**src/rtl/tatsujin_pkg.sv**
```systemverilog
// Shared lane definitions for the drum-judging pipeline: lane indices, lane FSM
// encoding and a small popcount helper.
package tatsujin_pkg;

  localparam int unsigned NUM_LANES   = 3;
  localparam int unsigned LANE_RED    = 2;
  localparam int unsigned LANE_YELLOW = 1;
  localparam int unsigned LANE_BLUE   = 0;

  typedef enum logic [1:0] {
    ST_IDLE      = 2'd0,
    ST_ARMED     = 2'd1,
    ST_HIT       = 2'd2,
    ST_PENALISED = 2'd3
  } lane_state_e;

  function automatic logic [1:0] popcount_lanes(input logic [NUM_LANES-1:0] v);
    logic [1:0] c;
    c = '0;
    for (int i = 0; i < NUM_LANES; i++) c = c + 2'(v[i]);
    return c;
  endfunction

endpackage

```
**src/rtl/key_press_sync.sv**
```systemverilog
// Raw active-low push button to one-cycle press strobe: 2-FF synchroniser, then
// falling-edge detect, or a low-level debounce when NOTE_JUDGE_DEBOUNCE_EN is defined.
module key_press_sync #(
  parameter int unsigned DEBOUNCE_CYCLES = 250000
) (
  input  logic clk,
  input  logic reset,
  input  logic key_n,
  output logic press
);

  logic sync1_q, sync1_d;
  logic sync2_q, sync2_d;
  logic press_q, press_d;

  assign press = press_q;

  if (DEBOUNCE_CYCLES == 0) begin : g_cfg_check
    $error("key_press_sync: DEBOUNCE_CYCLES must be at least 1");
  end

`ifdef NOTE_JUDGE_DEBOUNCE_EN
  localparam int unsigned          CNT_W    = $clog2(DEBOUNCE_CYCLES + 1);
  localparam logic [CNT_W-1:0]     CNT_DONE = CNT_W'(DEBOUNCE_CYCLES);

  logic [CNT_W-1:0] cnt_q, cnt_d;
  logic             armed_q, armed_d;

  // NOTE: every _d gets its default before any branch, so no path can infer a latch.
  always_comb begin
    sync1_d = key_n;
    sync2_d = sync1_q;
    cnt_d   = cnt_q;
    armed_d = armed_q;
    press_d = 1'b0;
    if (sync2_q) begin
      cnt_d   = '0;
      armed_d = 1'b1;
    end else if (cnt_q != CNT_DONE) begin
      cnt_d = cnt_q + 1'b1;
    end else if (armed_q) begin
      press_d = 1'b1;
      armed_d = 1'b0;
    end
  end

  // NOTE: non-blocking assignments so every flop samples pre-edge values.
  always_ff @(posedge clk or posedge reset) begin
    if (reset) begin
      sync1_q <= 1'b1;
      sync2_q <= 1'b1;
      cnt_q   <= '0;
      armed_q <= 1'b1;
      press_q <= 1'b0;
    end else begin
      sync1_q <= sync1_d;
      sync2_q <= sync2_d;
      cnt_q   <= cnt_d;
      armed_q <= armed_d;
      press_q <= press_d;
    end
  end
`else
  logic prev_q, prev_d;

  // NOTE: every _d gets its default before any branch, so no path can infer a latch.
  always_comb begin
    sync1_d = key_n;
    sync2_d = sync1_q;
    prev_d  = sync2_q;
    press_d = prev_q & ~sync2_q;
  end

  // NOTE: non-blocking assignments so every flop samples pre-edge values.
  always_ff @(posedge clk or posedge reset) begin
    if (reset) begin
      sync1_q <= 1'b1;
      sync2_q <= 1'b1;
      prev_q  <= 1'b1;
      press_q <= 1'b0;
    end else begin
      sync1_q <= sync1_d;
      sync2_q <= sync2_d;
      prev_q  <= prev_d;
      press_q <= press_d;
    end
  end
`endif

endmodule

```
**src/rtl/note_judge.sv**
```systemverilog
// Judges drum hits per lane against the note window and keeps combo statistics.
// Optional press debounce is enabled with the NOTE_JUDGE_DEBOUNCE_EN macro.
module note_judge
  import tatsujin_pkg::*;
#(
  parameter int unsigned COMBO_W         = 8,
  parameter int unsigned DEBOUNCE_CYCLES = 250000
) (
  input  logic                 clk,
  input  logic                 reset,
  input  logic                 beat_tick,
  input  logic [NUM_LANES-1:0] lane_head,
  input  logic [NUM_LANES-1:0] key_n,
  output logic [1:0]           hit_cnt,
  output logic [1:0]           miss_cnt,
  output logic                 hit_pulse,
  output logic                 miss_pulse,
  output logic [NUM_LANES-1:0] lane_flash,
  output logic [COMBO_W-1:0]   combo,
  output logic [COMBO_W-1:0]   max_combo
);

  logic [NUM_LANES-1:0] press;

  for (genvar g = 0; g < NUM_LANES; g++) begin : g_key
    key_press_sync #(.DEBOUNCE_CYCLES(DEBOUNCE_CYCLES)) u_key (
      .clk   (clk),
      .reset (reset),
      .key_n (key_n[g]),
      .press (press[g])
    );
  end

  lane_state_e          state_q [NUM_LANES];
  lane_state_e          state_d [NUM_LANES];
  logic [NUM_LANES-1:0] hit_d, miss_d;
  logic [1:0]           hit_cnt_q, hit_cnt_d;
  logic [1:0]           miss_cnt_q, miss_cnt_d;
  logic [COMBO_W-1:0]   combo_q, combo_d;
  logic [COMBO_W-1:0]   max_combo_q, max_combo_d;
  logic [COMBO_W:0]     combo_sum;

  always_comb begin
    hit_d  = '0;
    miss_d = '0;
    for (int i = 0; i < NUM_LANES; i++) begin
      state_d[i] = state_q[i];
      if (press[i]) begin
        case (state_q[i])
          ST_ARMED: begin
            hit_d[i]   = 1'b1;
            state_d[i] = ST_HIT;
          end
          ST_IDLE: begin
            miss_d[i]  = 1'b1;
            state_d[i] = ST_PENALISED;
          end
          default: ;
        endcase
      end
      // A press landing on the tick is judged against the closing window first.
      if (beat_tick) begin
        if (state_q[i] == ST_ARMED && !hit_d[i]) miss_d[i] = 1'b1;
        state_d[i] = lane_head[i] ? ST_ARMED : ST_IDLE;
      end
    end

    hit_cnt_d  = popcount_lanes(hit_d);
    miss_cnt_d = popcount_lanes(miss_d);

    combo_sum = {1'b0, combo_q} + (COMBO_W + 1)'(hit_cnt_d);
    if (miss_cnt_d != 2'd0)  combo_d = '0;
    else if (combo_sum[COMBO_W]) combo_d = '1;
    else                     combo_d = combo_sum[COMBO_W-1:0];
    max_combo_d = (combo_d > max_combo_q) ? combo_d : max_combo_q;
  end

  always_ff @(posedge clk or posedge reset) begin
    if (reset) begin
      for (int i = 0; i < NUM_LANES; i++) state_q[i] <= ST_IDLE;
      hit_cnt_q   <= '0;
      miss_cnt_q  <= '0;
      combo_q     <= '0;
      max_combo_q <= '0;
    end else begin
      for (int i = 0; i < NUM_LANES; i++) state_q[i] <= state_d[i];
      hit_cnt_q   <= hit_cnt_d;
      miss_cnt_q  <= miss_cnt_d;
      combo_q     <= combo_d;
      max_combo_q <= max_combo_d;
    end
  end

  always_comb begin
    for (int i = 0; i < NUM_LANES; i++) lane_flash[i] = (state_q[i] == ST_HIT);
  end

  assign hit_cnt    = hit_cnt_q;
  assign miss_cnt   = miss_cnt_q;
  assign hit_pulse  = |hit_cnt_q;
  assign miss_pulse = |miss_cnt_q;
  assign combo      = combo_q;
  assign max_combo  = max_combo_q;

endmodule

```
**config.mk**
```make
export PLATFORM = sky130hd
export DESIGN_NAME = note_judge
export DESIGN_NICKNAME = d
export VERILOG_FILES = /design/src/rtl/tatsujin_pkg.sv /design/src/rtl/key_press_sync.sv /design/src/rtl/note_judge.sv
export SDC_FILE = /design/constraint.sdc
export NUM_CORES = 1
export LEC_CHECK = 0
export CAP_MARGIN = 20
export CORE_MARGIN = 1
export CORE_UTILIZATION = 65
export CTS_CLUSTER_SIZE = 30
export DETAILED_ROUTE_END_ITERATION = 10
export DONT_BUFFER_PORTS = 1
export HOLD_SLACK_MARGIN = 0.15
export PLACE_DENSITY = 0.81
export SYNTH_ARGS = -nofsm -noshare
export SYNTH_HDL_FRONTEND = slang
export SYNTH_SLANG_ARGS = --single-unit
export TNS_END_PERCENT = 100
```
**constraint.sdc**
```tcl
create_clock -name clk -period 7.1 [get_ports clk]
set_input_delay 1.065 -clock clk [delete_from_list [all_inputs] [get_ports clk]]
set_output_delay 1.065 -clock clk [all_outputs]
set_load 0.02 [all_outputs]
```
* Word level (Yosys, flattened, before mapping) *
Cells that the tools add are included.

storage, ports and cells
  flip-flop bits (word level) = 38
  logic and storage cells = 90
  output and inout bits = 25

operators by class
  reduce and logical (&&, ||, !) cells = 21
  order comparisons = 1
  equality and inequality tests = 6
  bitwise logic cells = 6
  mux-type cells = 32
  add/sub/neg operators = 5

operators by type and width
  cell                count
  $mux 1              21
  $mux 8              2
  $mux 2              6
  $pmux 2 s2          3
  $add 8x2->9         1
  $reduce_bool 3->1   3
  $gt 8x8->1          1
  $reduce_bool 2->1   4
  $eq 2x1->1 const B  3
  $eq 2x2->1 const B  3
  $logic_not 2->1     3
  $reduce_and 2->1    3
  $add 1x1->2         2
  $add 2x1->2         2
  $reduce_or 2->1     2
  $and 1x1->1         3
  $logic_and 1x1->1   3
  $logic_not 1->1     3
  $not 1->1           3

* Logic depth before layout (Yosys ltp) *
Gate-level depths: netlist of run 1.

  word-level depth = 12
  depth in mapped cells = 16
  gate-level depth less buffers = 16

* Cells and area by module *
From an unflattened synthesis of run 1, not the netlist that was laid out.

unflattened totals
  cell total of the unflattened synthesis = 153
  area, all modules = 1820.5 um2

by module, submodules not included
  module          cells each  times used  area each (um2)
  note_judge      135         1           1456.4
  key_press_sync  6           3           121.4

* Least setup slack after synthesis of run 1 *
No wires, ideal clock.

  kind = input port to flip-flop
  start point = input port beat_tick
  end point = register max_combo_q[0] (netlist: max_combo[0])
  slack = 3.253 ns
  library setup time = 0.125 ns
  cell stages on the path = 11
  arrival = 3.722 ns
  path through = clkbuf_1 -> nand3b_1 -> a21o_1 -> fa_1 -> nand2_1 -> nor3_1 -> ha_1 -> o21ai_0 -> nor2_1 -> o31ai_4 -> mux2_2

on the way
  word-level cells in the longest chain between the ends = 6

ends and longest elaborated chain
  what                    RTL line            source
  start: declaration      note_judge.sv:11    input logic beat_tick,
  $mux 1                  note_judge.sv:62    if (beat_tick) begin
  $add 1x1->2             tatsujin_pkg.sv:20  for (int i = 0; i < NUM_LANES; i++) c = c + 2'(v[i]);
  $add 2x1->2 (*)         tatsujin_pkg.sv:20
  $reduce_bool 2->1 (*)   note_judge.sv:72    if (miss_cnt_d != 2'd0) combo_d = '0;
  $mux 8 (*)              note_judge.sv:72
  via combo_d[6]          note_judge.sv:39    logic [COMBO_W-1:0] combo_q, combo_d;
  $gt 8x8->1 (*)          note_judge.sv:75    max_combo_d = (combo_d > max_combo_q) ? combo_d : max_combo_q;
  end signal: assignment  note_judge.sv:90    max_combo_q <= max_combo_d;
  end: declaration        note_judge.sv:40    logic [COMBO_W-1:0] max_combo_q, max_combo_d;

The timed path passes the listed nets; every way through them passes the cells marked *.
A chain may end at the register's enable or synchronous reset.

* Worst setup path in the final report of run 1 *
  start point = register g_key[0].u_key.press_q
  end point = register max_combo_q[7] (netlist: max_combo[7])

RTL lines
  what                      RTL line              source
  start: declaration        key_press_sync.sv:14  logic press_q, press_d;
  start signal: assignment  key_press_sync.sv:85  press_q <= press_d;
  $mux 1                    note_judge.sv:48      if (press[i]) begin
  $add 1x1->2               tatsujin_pkg.sv:20
  $add 2x1->2               tatsujin_pkg.sv:20
  via hit_cnt_d[0]          note_judge.sv:37      logic [1:0] hit_cnt_q, hit_cnt_d;
  $add 8x2->9               note_judge.sv:71      combo_sum = {1'b0, combo_q} + (COMBO_W + 1)'(hit_cnt_d);
  $mux 8                    note_judge.sv:73      else if (combo_sum[COMBO_W]) combo_d = '1;
  $mux 8                    note_judge.sv:72
  via combo_d[5]            note_judge.sv:39
  $gt 8x8->1                note_judge.sv:75

The timed path passes the listed nets, and every way through them passes these cells.

==> flow_results.xml, run 1 <==
<?xml version="1.0" encoding="UTF-8"?>
<metrics>
  <group name="outcome">
    <metric name="run_status" unit="">finished clean</metric>
  </group>
  <group name="min_path">
    <metric name="hp-start" unit="">g_key[2].u_key.sync1_q</metric>
    <metric name="min_delay_worst_endpoint" unit="">g_key[2].u_key.prev_d</metric>
    <metric name="hold_depth" unit="">0</metric>
    <metric name="hold_class" unit="">register to register</metric>
  </group>
  <group name="detailed_routing">
    <metric name="vias" unit="">1073</metric>
    <metric name="routed_via_density" unit="">5.618</metric>
    <metric name="routed-wl-met3" unit="um">171</metric>
    <metric name="wl_met1" unit="um">1222</metric>
    <metric name="met2_wirelength" unit="um">1353</metric>
    <metric name="drc_errors" unit="">0</metric>
    <metric name="dr.max_layer_used" unit="">met4</metric>
    <metric name="detail_route.wl_per_cell" unit="um">14.67</metric>
    <metric name="ant_nets" unit="">0</metric>
    <metric name="first_pass_iters" unit="">4</metric>
    <metric name="wirelength" unit="um">2802</metric>
    <metric name="detail_route.iter0.violations" unit="">26</metric>
  </group>
  <group name="clocking">
    <metric name="ctsResizeCount" unit="">0</metric>
    <metric name="clkSlewWorstSetupHoldPaths" unit="ps">110</metric>
    <metric name="cts_buffers" unit="">5</metric>
    <metric name="cts_setup_buffers" unit="">0</metric>
    <metric name="holdBufCountCts" unit="">0</metric>
    <metric name="cts_tree" unit="">yes</metric>
    <metric name="tritoncts_num_sinks" unit="">38</metric>
    <metric name="clockBufferDepth" unit="">2</metric>
    <metric name="clockRootBuffer" unit="">clkbuf_4</metric>
    <metric name="cts-htree-levels" unit="">2</metric>
    <metric name="worstSkewPairLatency" unit="ps">340</metric>
  </group>
  <group name="layout">
    <metric name="post-route-util" unit="%">75.79</metric>
    <metric name="nFillCells" unit="">175</metric>
    <metric name="multi_input_comb_area" unit="um^2">758.2</metric>
    <metric name="layout-drive-gt1-share" unit="%">20.50</metric>
    <metric name="layout.nets" unit="">182</metric>
    <metric name="n_antenna_cell" unit="">0</metric>
    <metric name="regArea" unit="um^2">962.2</metric>
    <metric name="area.growth.synth_to_final" unit="%">8.062</metric>
  </group>
  <group name="synthesis">
    <metric name="syn-cell-area" unit="um^2">1769</metric>
    <metric name="synth-seq-area-share" unit="%">54.38</metric>
    <metric name="postSynth.asyncResetShare" unit="%">100.0</metric>
    <metric name="syn-mean-instance-area" unit="um^2">11.56</metric>
    <metric name="dominant_combinational_cell_family_by_area_after_synthesis" unit="">simple AND/OR/NAND/NOR gates</metric>
    <metric name="synth-adder-area-share" unit="%">10.47</metric>
    <metric name="synth_cell_types" unit="">29</metric>
    <metric name="synth_simple_gate_area_share" unit="%">16.83</metric>
    <metric name="synthMuxAreaShare" unit="%">6.223</metric>
    <metric name="synth_enable_flop_cells" unit="">0</metric>
    <metric name="yosys_register_bits" unit="">38</metric>
    <metric name="synth_top_flop_cell" unit="">dfrtp_1</metric>
    <metric name="mappedNetlistNets" unit="">175</metric>
    <metric name="ys.warnings.count" unit="">0</metric>
    <metric name="synthesis.instances" unit="">153</metric>
    <metric name="share_of_the_synthesized_area_in_compound_gates_ao_oa_aoi_oai" unit="%">6.365</metric>
    <metric name="xor_xnor_cell_area_share_of_the_yosys_netlist" unit="%">2.970</metric>
  </group>
  <group name="global_route">
    <metric name="antenna_found_initial" unit="">0</metric>
    <metric name="first_global_vias" unit="">1072</metric>
    <metric name="largest_net_degree_at_the_start_of_global_routing" unit="">39</metric>
    <metric name="grt_overflow" unit="">0</metric>
    <metric name="gr-usage-all-layers" unit="%">23.03</metric>
    <metric name="grt_pass1_wl" unit="um">4512</metric>
  </group>
  <group name="timing">
    <metric name="finalHoldViolCount" unit="">0</metric>
    <metric name="fin_skew" unit="ps">10.18</metric>
    <metric name="timing.fmax" unit="MHz">237.2</metric>
    <metric name="post-route-min-period" unit="ps">4217</metric>
    <metric name="fin_hold_ws" unit="ps">362.7</metric>
    <metric name="tns" unit="ps">0</metric>
    <metric name="finalCritPeriodShare" unit="%">59.39</metric>
    <metric name="worst_slew_pin_slew" unit="ps">486.0</metric>
    <metric name="rsz0062_at_grt" unit="">no</metric>
    <metric name="slew-limit-headroom" unit="%">67.60</metric>
    <metric name="timing.final.setup_violations" unit="">0</metric>
    <metric name="final.setup.worst_slack" unit="ps">2883</metric>
    <metric name="fin_max_slew_vios" unit="">0</metric>
  </group>
  <group name="setup_path">
    <metric name="critPathCaptureType" unit="">register</metric>
    <metric name="timing.rr.end" unit="">max_combo[7]</metric>
    <metric name="cp_max_fo" unit="">8</metric>
    <metric name="reg2reg_from" unit="">g_key[0].u_key.press</metric>
    <metric name="timing.critical_path.arrival" unit="ps">4460</metric>
    <metric name="reg2regPathDepth" unit="">13</metric>
    <metric name="critPathRequiredTime" unit="ps">7340</metric>
    <metric name="critical_path_class" unit="">register to register</metric>
    <metric name="r2r_slack" unit="ps">2880</metric>
    <metric name="startpoint_type" unit="">register</metric>
  </group>
  <group name="power">
    <metric name="power.share.sequential" unit="%">49.1</metric>
    <metric name="worst_ir_drop_vdd" unit="V">0.0002444</metric>
    <metric name="p_sw_share" unit="%">29.14</metric>
    <metric name="clockPowerShare" unit="%">30.9</metric>
    <metric name="intPower" unit="W">0.0003718</metric>
    <metric name="net-switching-power" unit="W">0.0001529</metric>
    <metric name="power_leakage" unit="nW">0.8765</metric>
    <metric name="pwr-share-comb" unit="%">20.0</metric>
    <metric name="power_density" unit="nW/um^2">274.5</metric>
    <metric name="total_power" unit="W">0.0005247</metric>
  </group>
  <group name="die">
    <metric name="initial_util" unit="%">70.14</metric>
    <metric name="area_of_the_die" unit="um^2">2934</metric>
    <metric name="number_of_top_level_design_ports" unit="">34</metric>
    <metric name="floorplan.die.width" unit="um">54.17</metric>
    <metric name="floorplan.core_area" unit="um^2">2522</metric>
    <metric name="overall_die_height" unit="um">54.17</metric>
    <metric name="rows" unit="">18</metric>
  </group>
  <group name="flow_run">
    <metric name="max_cap_violations" unit="">0</metric>
  </group>
  <group name="placed_design">
    <metric name="buffer_ports.inserted" unit="">0</metric>
    <metric name="pre_cts_ws" unit="ps">2945</metric>
    <metric name="hpwl" unit="um">2090</metric>
    <metric name="gpl.final_weighted_congestion" unit="">0.8141</metric>
  </group>
</metrics>
state kept, by name, indices dropped and copies added (netlist names):
| name | flops |
|---|---|
| max_combo | 8 |
| g_key.u_key.sync1_q | 3 |
| g_key.u_key.prev_q | 3 |
| combo | 8 |
| state_q | 6 |
| miss_cnt | 2 |
| hit_cnt | 2 |
| g_key.u_key.prev_d | 3 |
| g_key.u_key.press | 3 |
metrics by stage:
step | instance area (um^2) | instances
final | 1912 | 191
after CTS | 1912 | 191
after global routing | 1912 | 191
after floorplan | 1769 | 153
after detailed placement | 1810 | 183
after global placement | 1810 | 183
cell usage after synthesis, types with 2 or more instances:
library cell / number / area [um^2]
nand3_1: 4 / 20.02
xnor2_1: 6 / 52.55
ha_1: 10 / 125.1
dfrtp_1: 29 / 725.7
o21ai_0: 5 / 25.02
fa_1: 3 / 60.06
or2_2: 4 / 25.02
nor2_1: 16 / 60.06
nand4_1: 3 / 18.77
nand2b_1: 3 / 18.77
nor2b_1: 11 / 68.82
mux2i_1: 2 / 20.02
nand2_1: 7 / 26.28
a21oi_1: 6 / 30.03
dfstp_2: 9 / 236.5
inv_1: 12 / 45.04
mux2_2: 8 / 90.09
nor3_1: 2 / 10.01
and2_1: 3 / 18.77
cell families (layout without fill, tap and decap cells):
logic type	after synthesis	count (layout)
multiplexers	10	10
adder cells (fa/ha/maj)	13	13
AND/OR/NAND/NOR	57	57
XOR/XNOR	6	6
AO/OA/AOI/OAI	16	16
buffers and inverters	13	21
flip-flops	38	38
metal layers:
metal / global-route usage (%) / up-vias
met5: 0 / -
met4: 13.68 / 0
li1: - / 519
met1: 26.82 / 511
met3: 7.910 / 6
met2: 36.38 / 37
cell type report:
| class | instances | share of cell area (%) |
|---|---|---|
| Sequential cell | 38 | 50.33 |
| Multi-Input combinational cell | 102 | 39.66 |
| Clock buffer | 8 | 5.301 |
| Inverter | 12 | 2.356 |
| Tap cell | 30 | 1.963 |
| Timing Repair Buffer | 1 | 0.3927 |
cell usage in the layout (no fill, tap or decap), types with 2 or more instances in the layout:
cell type / netlist / layout
dfrtp_1: 29 / 29
nor2_1: 16 / 16
inv_1: 12 / 12
nor2b_1: 11 / 11
ha_1: 10 / 10
dfstp_2: 9 / 9
mux2_2: 8 / 8
nand2_1: 7 / 7
a21oi_1: 6 / 6
xnor2_1: 6 / 6
o21ai_0: 5 / 5
clkbuf_4: 0 / 5
nand3_1: 4 / 4
or2_2: 4 / 4
nand4_1: 3 / 3
and2_1: 3 / 3
nand2b_1: 3 / 3
fa_1: 3 / 3
mux2i_1: 2 / 2
nor3_1: 2 / 2
clkbuf_16: 0 / 2
worst max-delay path by stage:
| stage | from | endpoint | slack (ps) | cells after the start |
|---|---|---|---|---|
| after CTS | g_key[0].u_key.press | max_combo[7] | 2910 | 13 |
| after detailed placement | g_key[0].u_key.press | max_combo[7] | 2950 | 13 |
| final | g_key[0].u_key.press | max_combo[7] | 2880 | 13 |
| after floorplan | beat_tick | max_combo[0] | 3250 | 11 |
| after global placement | g_key[0].u_key.press | max_combo[6] | 3030 | 13 |
| after global routing | g_key[0].u_key.press | max_combo[7] | 2660 | 13 |
power groups by stage:
stage	combinational [W]	clock (W)	sequential, W
floorplan	0.0000878	0	0.000259
global placement	0.0000998	0	0.000261
detailed placement	0.000105	0	0.000262
CTS	0.000106	0.000167	0.000258
global route	0.000118	0.000175	0.000261
finish	0.000105	0.000162	0.000258
critical path, cell delays in order (launching register included):
cell	delay, ps
dfrtp_1	410
nor2b_1	150
and2_1	170
fa_1	560
ha_1	200
fa_1	260
nand4_1	210
or2_2	380
a21oi_1	260
ha_1	310
a211oi_1	220
nor2_1	110
o31ai_4	470
mux2_2	400
No activity file was read; power rests on OpenSTA's default activity.
==> inputs of run 2 (changes only) <==
Settings changed: CORE_UTILIZATION 65 to 55, PLACE_DENSITY 0.81 to 0.73.
Clock period 7.1 ns to 3.7 ns, I/O delays scaled along.
==> run 2 against run 1 <==
  * Clock-buffer cell count is 1 lower
  * Core utilization fell by 1.1 points
  * Setup slack worse by 2900 ps
  * Total power grew 98%
  * Largest power group unchanged
  * The run now ends with setup timing left
  * Via count is 16% higher
  * Sequential power rose by 91%
  * Final cell count grew 23%
  * Clock skew increased by 1.8 ps
  * Maximum frequency is 13% higher
  * Design area grew 19%
  * Critical path depth rose by 1
==> flow_results.xml, run 2 (synthesized netlist as in run 1, its figures left out) <==
<?xml version="1.0" encoding="UTF-8"?>
<metrics>
  <group name="layout">
    <metric name="layout-drive-gt1-share" unit="%">43.16</metric>
    <metric name="stdcell_area" unit="um^2">2281</metric>
    <metric name="multi_input_comb_area" unit="um^2">905.9</metric>
    <metric name="n_antenna_cell" unit="">0</metric>
    <metric name="commonest_non_fill_non_tap_cell_in_the_layout" unit="">dfrtp_1</metric>
    <metric name="area.growth.synth_to_final" unit="%">28.93</metric>
    <metric name="regArea" unit="um^2">962.2</metric>
    <metric name="layout_common_cells" unit="">dfrtp_1 (29), buf_4 (27), nor2_1 (14), inv_1 (12), dfstp_2 (9)</metric>
    <metric name="layout.nets" unit="">211</metric>
    <metric name="nFillCells" unit="">203</metric>
    <metric name="post-route-util" unit="%">74.71</metric>
  </group>
  <group name="flow_run">
    <metric name="max_cap_violations" unit="">0</metric>
  </group>
  <group name="timing">
    <metric name="finalCritPeriodShare" unit="%">100.5</metric>
    <metric name="worst_slew_pin_slew" unit="ps">713.8</metric>
    <metric name="post-route-min-period" unit="ps">3717</metric>
    <metric name="rsz0062_at_grt" unit="">yes</metric>
    <metric name="finalHoldViolCount" unit="">0</metric>
    <metric name="final.setup.worst_slack" unit="ps">-17.30</metric>
    <metric name="tns" unit="ps">-65.17</metric>
    <metric name="slew-limit-headroom" unit="%">52.36</metric>
    <metric name="timing.fmax" unit="MHz">269.0</metric>
    <metric name="timing.final.setup_violations" unit="">8</metric>
    <metric name="fin_skew" unit="ps">12.00</metric>
    <metric name="fin_max_slew_vios" unit="">0</metric>
  </group>
  <group name="setup_path">
    <metric name="cp_max_fo" unit="">4</metric>
    <metric name="critPathCaptureType" unit="">register</metric>
    <metric name="critPathRequiredTime" unit="ps">3930</metric>
    <metric name="startpoint_type" unit="">register</metric>
    <metric name="timing.critical_path.arrival" unit="ps">3950</metric>
    <metric name="critical_path_class" unit="">register to register</metric>
  </group>
  <group name="power">
    <metric name="power_leakage" unit="nW">1.060</metric>
    <metric name="power_density" unit="nW/um^2">455.9</metric>
    <metric name="total_power" unit="W">0.001040</metric>
    <metric name="worst_ir_drop_vdd" unit="V">0.0003130</metric>
  </group>
  <group name="die">
    <metric name="initial_util" unit="%">57.95</metric>
    <metric name="area_of_the_die" unit="um^2">3447</metric>
    <metric name="floorplan.core_area" unit="um^2">3053</metric>
    <metric name="overall_die_height" unit="um">58.72</metric>
    <metric name="floorplan.die.width" unit="um">58.72</metric>
    <metric name="rows" unit="">20</metric>
    <metric name="number_of_top_level_design_ports" unit="">34</metric>
  </group>
  <group name="clocking">
    <metric name="clkSlewWorstSetupHoldPaths" unit="ps">110</metric>
    <metric name="clockRootBuffer" unit="">clkbuf_4</metric>
    <metric name="tritoncts_num_sinks" unit="">38</metric>
    <metric name="cts-htree-levels" unit="">2</metric>
    <metric name="cts_buffers" unit="">5</metric>
    <metric name="cts_tree" unit="">yes</metric>
    <metric name="clockBufferDepth" unit="">2</metric>
    <metric name="worstSkewPairLatency" unit="ps">340</metric>
  </group>
  <group name="global_route">
    <metric name="largest_net_degree_at_the_start_of_global_routing" unit="">18</metric>
    <metric name="gr-usage-all-layers" unit="%">21.70</metric>
    <metric name="first_global_vias" unit="">1310</metric>
    <metric name="grt_pass1_wl" unit="um">5444</metric>
    <metric name="antenna_found_initial" unit="">0</metric>
    <metric name="grt_overflow" unit="">0</metric>
  </group>
  <group name="detailed_routing">
    <metric name="ant_nets" unit="">0</metric>
    <metric name="wl_met1" unit="um">1416</metric>
    <metric name="dr.max_layer_used" unit="">met4</metric>
    <metric name="routed-wl-met3" unit="um">174</metric>
    <metric name="wirelength" unit="um">3572</metric>
    <metric name="drc_errors" unit="">0</metric>
    <metric name="met2_wirelength" unit="um">1899</metric>
    <metric name="routed_via_density" unit="">5.303</metric>
    <metric name="detail_route.iter0.violations" unit="">45</metric>
    <metric name="detail_route.wl_per_cell" unit="um">15.26</metric>
    <metric name="first_pass_iters" unit="">4</metric>
    <metric name="vias" unit="">1241</metric>
  </group>
  <group name="placed_design">
    <metric name="hpwl" unit="um">2507</metric>
    <metric name="pre_cts_ws" unit="ps">-150.4</metric>
    <metric name="gpl.final_weighted_congestion" unit="">0.8392</metric>
    <metric name="buffer_ports.inserted" unit="">0</metric>
    <metric name="placed_cell_area" unit="um^2">1996</metric>
  </group>
  <group name="min_path">
    <metric name="hold_class" unit="">input port to register</metric>
  </group>
  <group name="outcome">
    <metric name="failing_checks" unit="">setup timing</metric>
    <metric name="run_status" unit="">finished with violations</metric>
  </group>
</metrics>
-- run 2: path summary, 6_finish.rpt --
| check | from | endpoint | slack [ps] | cells after the start |
|---|---|---|---|---|
| min | key_n[0] | g_key[0].u_key.sync1_q | 200 | 0 |
| max | g_key[2].u_key.press | max_combo[5] | -20 | 14 |
| min reg2reg | g_key[1].u_key.sync1_q | g_key[1].u_key.prev_d | 360 | 0 |
| min in group asynchronous | reset | state_q[1] | 210 | 1 |
| max in group asynchronous | reset | g_key[0].u_key.prev_d | 2740 | 3 |
| max reg2reg | g_key[2].u_key.press | max_combo[5] | -20 | 14 |
-- run 2: power by group --
part / internal, W / total [W] / switching (W)
Clock: 0.0000921 / 0.000221 / 0.000129
Combinational: 0.000172 / 0.000325 / 0.000153
Sequential: 0.000449 / 0.000494 / 0.0000452
-- run 2: critical path: stages (launching register included) --
cell and delay, ps:
dfrtp_1 390, nor2b_2 170, and2_4 160, fa_1 530
ha_2 190, fa_2 210, nand4_1 210, or2_4 340
a21oi_4 170, ha_4 230, a211oi_2 190, nor2_2 80
o31ai_4 270, buf_6 170, mux2_4 300
-- run 2: area by class of cell --
cell class | count | area share [%]
clock inverters | 1 | 0.2194
flip-flops and latches | 38 | 42.18
inverters | 12 | 1.975
multi-input cells | 102 | 39.71
clock buffers | 7 | 2.414
repair buffers | 30 | 11.08
well taps | 44 | 2.414
-- run 2: repair_timing --
item / in CTS / in global routing
buffers inserted: 5 / 6
pin swaps: 10 / 5
setup endpoints to repair: 8 / 8
cloned: 0 / 0
hold buffers: 0 / 0
resized for setup: 18 / 16
-- run 2: metrics by stage --
step | instances | hold slack [ps]
after global placement | 214 | 345.9
after detailed placement | 215 | 347.6
after global routing | 234 | 175.8
final | 234 | 195.6
after floorplan | 153 | 345.2
after CTS | 228 | 189.8
-- run 2: layer usage --
metal	GRT usage (%)	up-vias
li1	-	581
met1	23.08	611
met2	39.41	39
met3	6.813	10
met4	9.524	0
met5	0	-
==> inputs of run 3 (changes only) <==
Settings changed: ABC_AREA from default to 1, CELL_PAD_IN_SITES_DETAIL_PLACEMENT from default to 1, CELL_PAD_IN_SITES_GLOBAL_PLACEMENT from default to 1, CORE_UTILIZATION 55 to 42, PLACE_DENSITY 0.73 to default, PLACE_DENSITY_LB_ADDON from default to 0.1.
==> run 3 against run 2 <==
  * Via count increased by 11%
  * The flow now finishes without violations
  * Clock skew decreased by 5.9 ps
  * Setup slack improved by 320 ps
  * Non-clock buffer count decreased by 28
  * Hold slack got worse by 37 ps
  * Die area increased by 35%
  * Critical path depth increased by 7
  * Maximum frequency increased by 9.3%
  * Design area decreased by 10%
==> flow_results.xml, run 3 <==
<?xml version="1.0" encoding="UTF-8"?>
<metrics>
  <group name="timing">
    <metric name="tns" unit="ps">0</metric>
    <metric name="timing.final.setup_violations" unit="">0</metric>
    <metric name="timing.fmax" unit="MHz">294.0</metric>
    <metric name="worst_slew_pin_slew" unit="ps">464.3</metric>
    <metric name="slew-limit-headroom" unit="%">69.01</metric>
    <metric name="finalHoldViolCount" unit="">0</metric>
    <metric name="fin_max_slew_vios" unit="">0</metric>
    <metric name="fin_skew" unit="ps">6.065</metric>
    <metric name="post-route-min-period" unit="ps">3401</metric>
    <metric name="finalCritPeriodShare" unit="%">91.93</metric>
  </group>
  <group name="layout">
    <metric name="stdcell_area" unit="um^2">2053</metric>
    <metric name="n_antenna_cell" unit="">0</metric>
    <metric name="area.growth.synth_to_final" unit="%">11.18</metric>
    <metric name="layout-drive-gt1-share" unit="%">16.59</metric>
    <metric name="post-route-util" unit="%">49.89</metric>
    <metric name="commonest_non_fill_non_tap_cell_in_the_layout" unit="">nand2_1</metric>
    <metric name="nFillCells" unit="">490</metric>
    <metric name="layout_common_cells" unit="">nand2_1 (60), inv_1 (35), dfrtp_1 (29), nor2_1 (20), ha_1 (10)</metric>
    <metric name="layout.nets" unit="">244</metric>
    <metric name="multi_input_comb_area" unit="um^2">764.5</metric>
    <metric name="regArea" unit="um^2">962.2</metric>
    <metric name="post_layout_nonfiller_instances" unit="">273</metric>
  </group>
  <group name="detailed_routing">
    <metric name="detail_route.iter0.violations" unit="">43</metric>
    <metric name="drc_errors" unit="">0</metric>
    <metric name="first_pass_iters" unit="">4</metric>
    <metric name="ant_nets" unit="">0</metric>
    <metric name="wirelength" unit="um">4153</metric>
    <metric name="detail_route.wl_per_cell" unit="um">15.21</metric>
    <metric name="vias" unit="">1380</metric>
    <metric name="routed_via_density" unit="">5.055</metric>
  </group>
  <group name="synthesis">
    <metric name="ys.warnings.count" unit="">0</metric>
    <metric name="yosys.area.top_type" unit="">dfrtp_1</metric>
    <metric name="yosys_register_bits" unit="">38</metric>
    <metric name="synth_top_flop_cell" unit="">dfrtp_1</metric>
    <metric name="synthesis.instances" unit="">213</metric>
    <metric name="yosys-top-cells-count" unit="">nand2_1 (61), inv_1 (36), dfrtp_1 (29), nor2_1 (24), ha_1 (10)</metric>
    <metric name="synth-seq-area-share" unit="%">52.10</metric>
    <metric name="ys_top_cells_by_area" unit="">dfrtp_1 (39%), dfstp_2 (13%), nand2_1 (12%), inv_1 (7.3%), ha_1 (6.8%)</metric>
    <metric name="mappedNetlistNets" unit="">235</metric>
    <metric name="synth_enable_flop_cells" unit="">0</metric>
    <metric name="syn-mean-instance-area" unit="um^2">8.670</metric>
    <metric name="synth_cell_types" unit="">23</metric>
    <metric name="post-synth-top-area-fraction" unit="%">39.30</metric>
    <metric name="synth.most_common_cell" unit="">nand2_1</metric>
    <metric name="syn-cell-area" unit="um^2">1847</metric>
    <metric name="postSynth.asyncResetShare" unit="%">100.0</metric>
  </group>
  <group name="flow_run">
    <metric name="max_cap_violations" unit="">0</metric>
  </group>
  <group name="setup_path">
    <metric name="critPathRequiredTime" unit="ps">3930</metric>
    <metric name="startpoint" unit="">state_q[5]</metric>
    <metric name="critical_path.cell_chain" unit="">inv_1 &gt; nand2_1 &gt; nor2_2 &gt; fa_1 &gt; ha_1 &gt; fa_2 &gt; nand3_2 &gt; nor2_4 &gt; nand2_2 &gt; inv_2 &gt; nor2_1 &gt; nor2_2 &gt; ha_1 &gt; nand2_1 &gt; nand2_1 &gt; nand2_1 &gt; nand2_1 &gt; nand2_1 &gt; a21oi_4 &gt; nand2_1 &gt; nand2_1</metric>
    <metric name="timing.critical_path.arrival" unit="ps">3630</metric>
    <metric name="cell_repeated_most_along_the_worst_path" unit="">nand2_1</metric>
    <metric name="critical_path_class" unit="">register to register</metric>
    <metric name="cp_max_fo" unit="">8</metric>
    <metric name="startpoint_type" unit="">register</metric>
    <metric name="slowest_cell_on_the_critical_path" unit="">fa_1</metric>
    <metric name="reg2reg_from" unit="">state_q[5]</metric>
    <metric name="cp_slowest_stage_delay" unit="ps">430</metric>
    <metric name="critPathCaptureType" unit="">register</metric>
  </group>
  <group name="clocking">
    <metric name="cts_setup_buffers" unit="">0</metric>
    <metric name="cts_buffers" unit="">5</metric>
    <metric name="tritoncts_num_sinks" unit="">38</metric>
    <metric name="clkSlewWorstSetupHoldPaths" unit="ps">80</metric>
    <metric name="cts-htree-levels" unit="">2</metric>
    <metric name="worstSkewPairLatency" unit="ps">290</metric>
    <metric name="clockRootBuffer" unit="">clkbuf_8</metric>
    <metric name="cts_tree" unit="">yes</metric>
    <metric name="clockBufferDepth" unit="">2</metric>
    <metric name="holdBufCountCts" unit="">0</metric>
  </group>
  <group name="die">
    <metric name="rows" unit="">23</metric>
    <metric name="overall_die_height" unit="um">68.31</metric>
    <metric name="initial_util" unit="%">44.88</metric>
    <metric name="number_of_top_level_design_ports" unit="">34</metric>
    <metric name="area_of_the_die" unit="um^2">4666</metric>
    <metric name="floorplan.core_area" unit="um^2">4115</metric>
    <metric name="floorplan.die.width" unit="um">68.31</metric>
  </group>
  <group name="global_route">
    <metric name="first_global_vias" unit="">1505</metric>
    <metric name="gr-usage-all-layers" unit="%">20.93</metric>
    <metric name="grt_overflow" unit="">0</metric>
    <metric name="antenna_found_initial" unit="">0</metric>
    <metric name="use_met1" unit="%">20.65</metric>
    <metric name="fraction_of_met3_tracks_used_by_global_routing" unit="%">5.333</metric>
    <metric name="largest_net_degree_at_the_start_of_global_routing" unit="">28</metric>
    <metric name="grt_pass1_wl" unit="um">6893</metric>
    <metric name="grt_most_used_layer" unit="">met2</metric>
    <metric name="groute.layer.met2.usage" unit="%">39.83</metric>
  </group>
  <group name="power">
    <metric name="power_leakage" unit="nW">1.068</metric>
    <metric name="power_density" unit="nW/um^2">525.8</metric>
    <metric name="worst_ir_drop_vdd" unit="V">0.0002070</metric>
  </group>
  <group name="outcome">
    <metric name="run_status" unit="">finished clean</metric>
  </group>
  <group name="placed_design">
    <metric name="placed_cell_area" unit="um^2">1924</metric>
    <metric name="hpwl" unit="um">3305</metric>
    <metric name="gpl.final_weighted_congestion" unit="">0.8419</metric>
    <metric name="buffer_ports.inserted" unit="">0</metric>
    <metric name="place_inst" unit="">265</metric>
  </group>
  <group name="min_path">
    <metric name="hold_class" unit="">input port to async pin</metric>
  </group>
</metrics>
==> run 3: worst paths after layout <==
path,endpoint,slack (ps),cells after the start
worst max-delay path,max_combo[0],300,21
worst min-delay path,max_combo[0],160,1
worst max register to register,max_combo[0],300,21
worst min register to register,g_key[0].u_key.prev_d,360,0
max in group asynchronous,g_key[1].u_key.prev_q,2780,2
min in group clk,g_key[2].u_key.sync1_q,260,0
==> run 3: stage by stage <==
stage | setup slack [ps] | hold WS [ps] | power, W
after detailed placement | 98.71 | 351.6 | 0.0007297
after floorplan | 515.7 | 345.2 | 0.0006599
final | 298.7 | 158.8 | 0.001080
after global routing | -1.652 | 198.0 | 0.001144
after global placement | 231.2 | 346.0 | 0.0007118
after CTS | 77.13 | 167.0 | 0.001076
==> run 3: per-layer routing <==
| metal | share of wire [%] | wire length [um] | up-vias |
|---|---|---|---|
| met5 | 0 | 0 | - |
| met3 | 4.3 | 178 | 11 |
| met4 | 2.5 | 104 | 0 |
| li1 | - | - | 666 |
| met2 | 55 | 2279 | 30 |
| met1 | 38 | 1591 | 673 |
==> run 3: final cells by class <==
| type | instances | area share [%] |
|---|---|---|
| Inverter | 38 | 6.947 |
| Sequential cell | 38 | 46.86 |
| Clock buffer | 7 | 3.717 |
| Clock inverter | 1 | 1.463 |
| Timing Repair Buffer | 2 | 0.7313 |
| Multi-Input combinational cell | 137 | 37.23 |
| Tap cell | 50 | 3.047 |
==> run 3: cell families (layout without fill, tap and decap cells) <==
| group | count (synthesis) | in the layout | synth area share (%) |
|---|---|---|---|
| compound gates | 14 | 14 | 4.201 |
| xor+xnor | 1 | 1 | 0.4743 |
| fa+ha+maj | 13 | 13 | 10.03 |
| buf+inv | 38 | 48 | 7.724 |
| flops | 38 | 38 | 52.10 |
| simple gates | 109 | 109 | 25.47 |
==> run 3: report_power, final <==
| part | leakage (nW) | internal, W | total, W | switching [W] |
|---|---|---|---|---|
| clock | 0.0524 | 0.000202 | 0.000344 | 0.000142 |
| sequential | 0.482 | 0.000450 | 0.000497 | 0.0000475 |
| combinational | 0.534 | 0.0000734 | 0.000239 | 0.000165 |
==> run 3: repair_timing <==
| action | CTS | global route |
|---|---|---|
| endpoints found under the hold margin | 0 | 0 |
| resized for setup | 0 | 8 |
| endpoints found under the setup margin | 0 | 8 |
==> run 3: critical path: cells and delay by family (launching register included) <==
kind / cells / cell delay, ps
simple gates: 14 / 1190
flops: 1 / 390
compound gates: 1 / 250
fa+ha+maj: 4 / 1370
buf+inv: 2 / 120
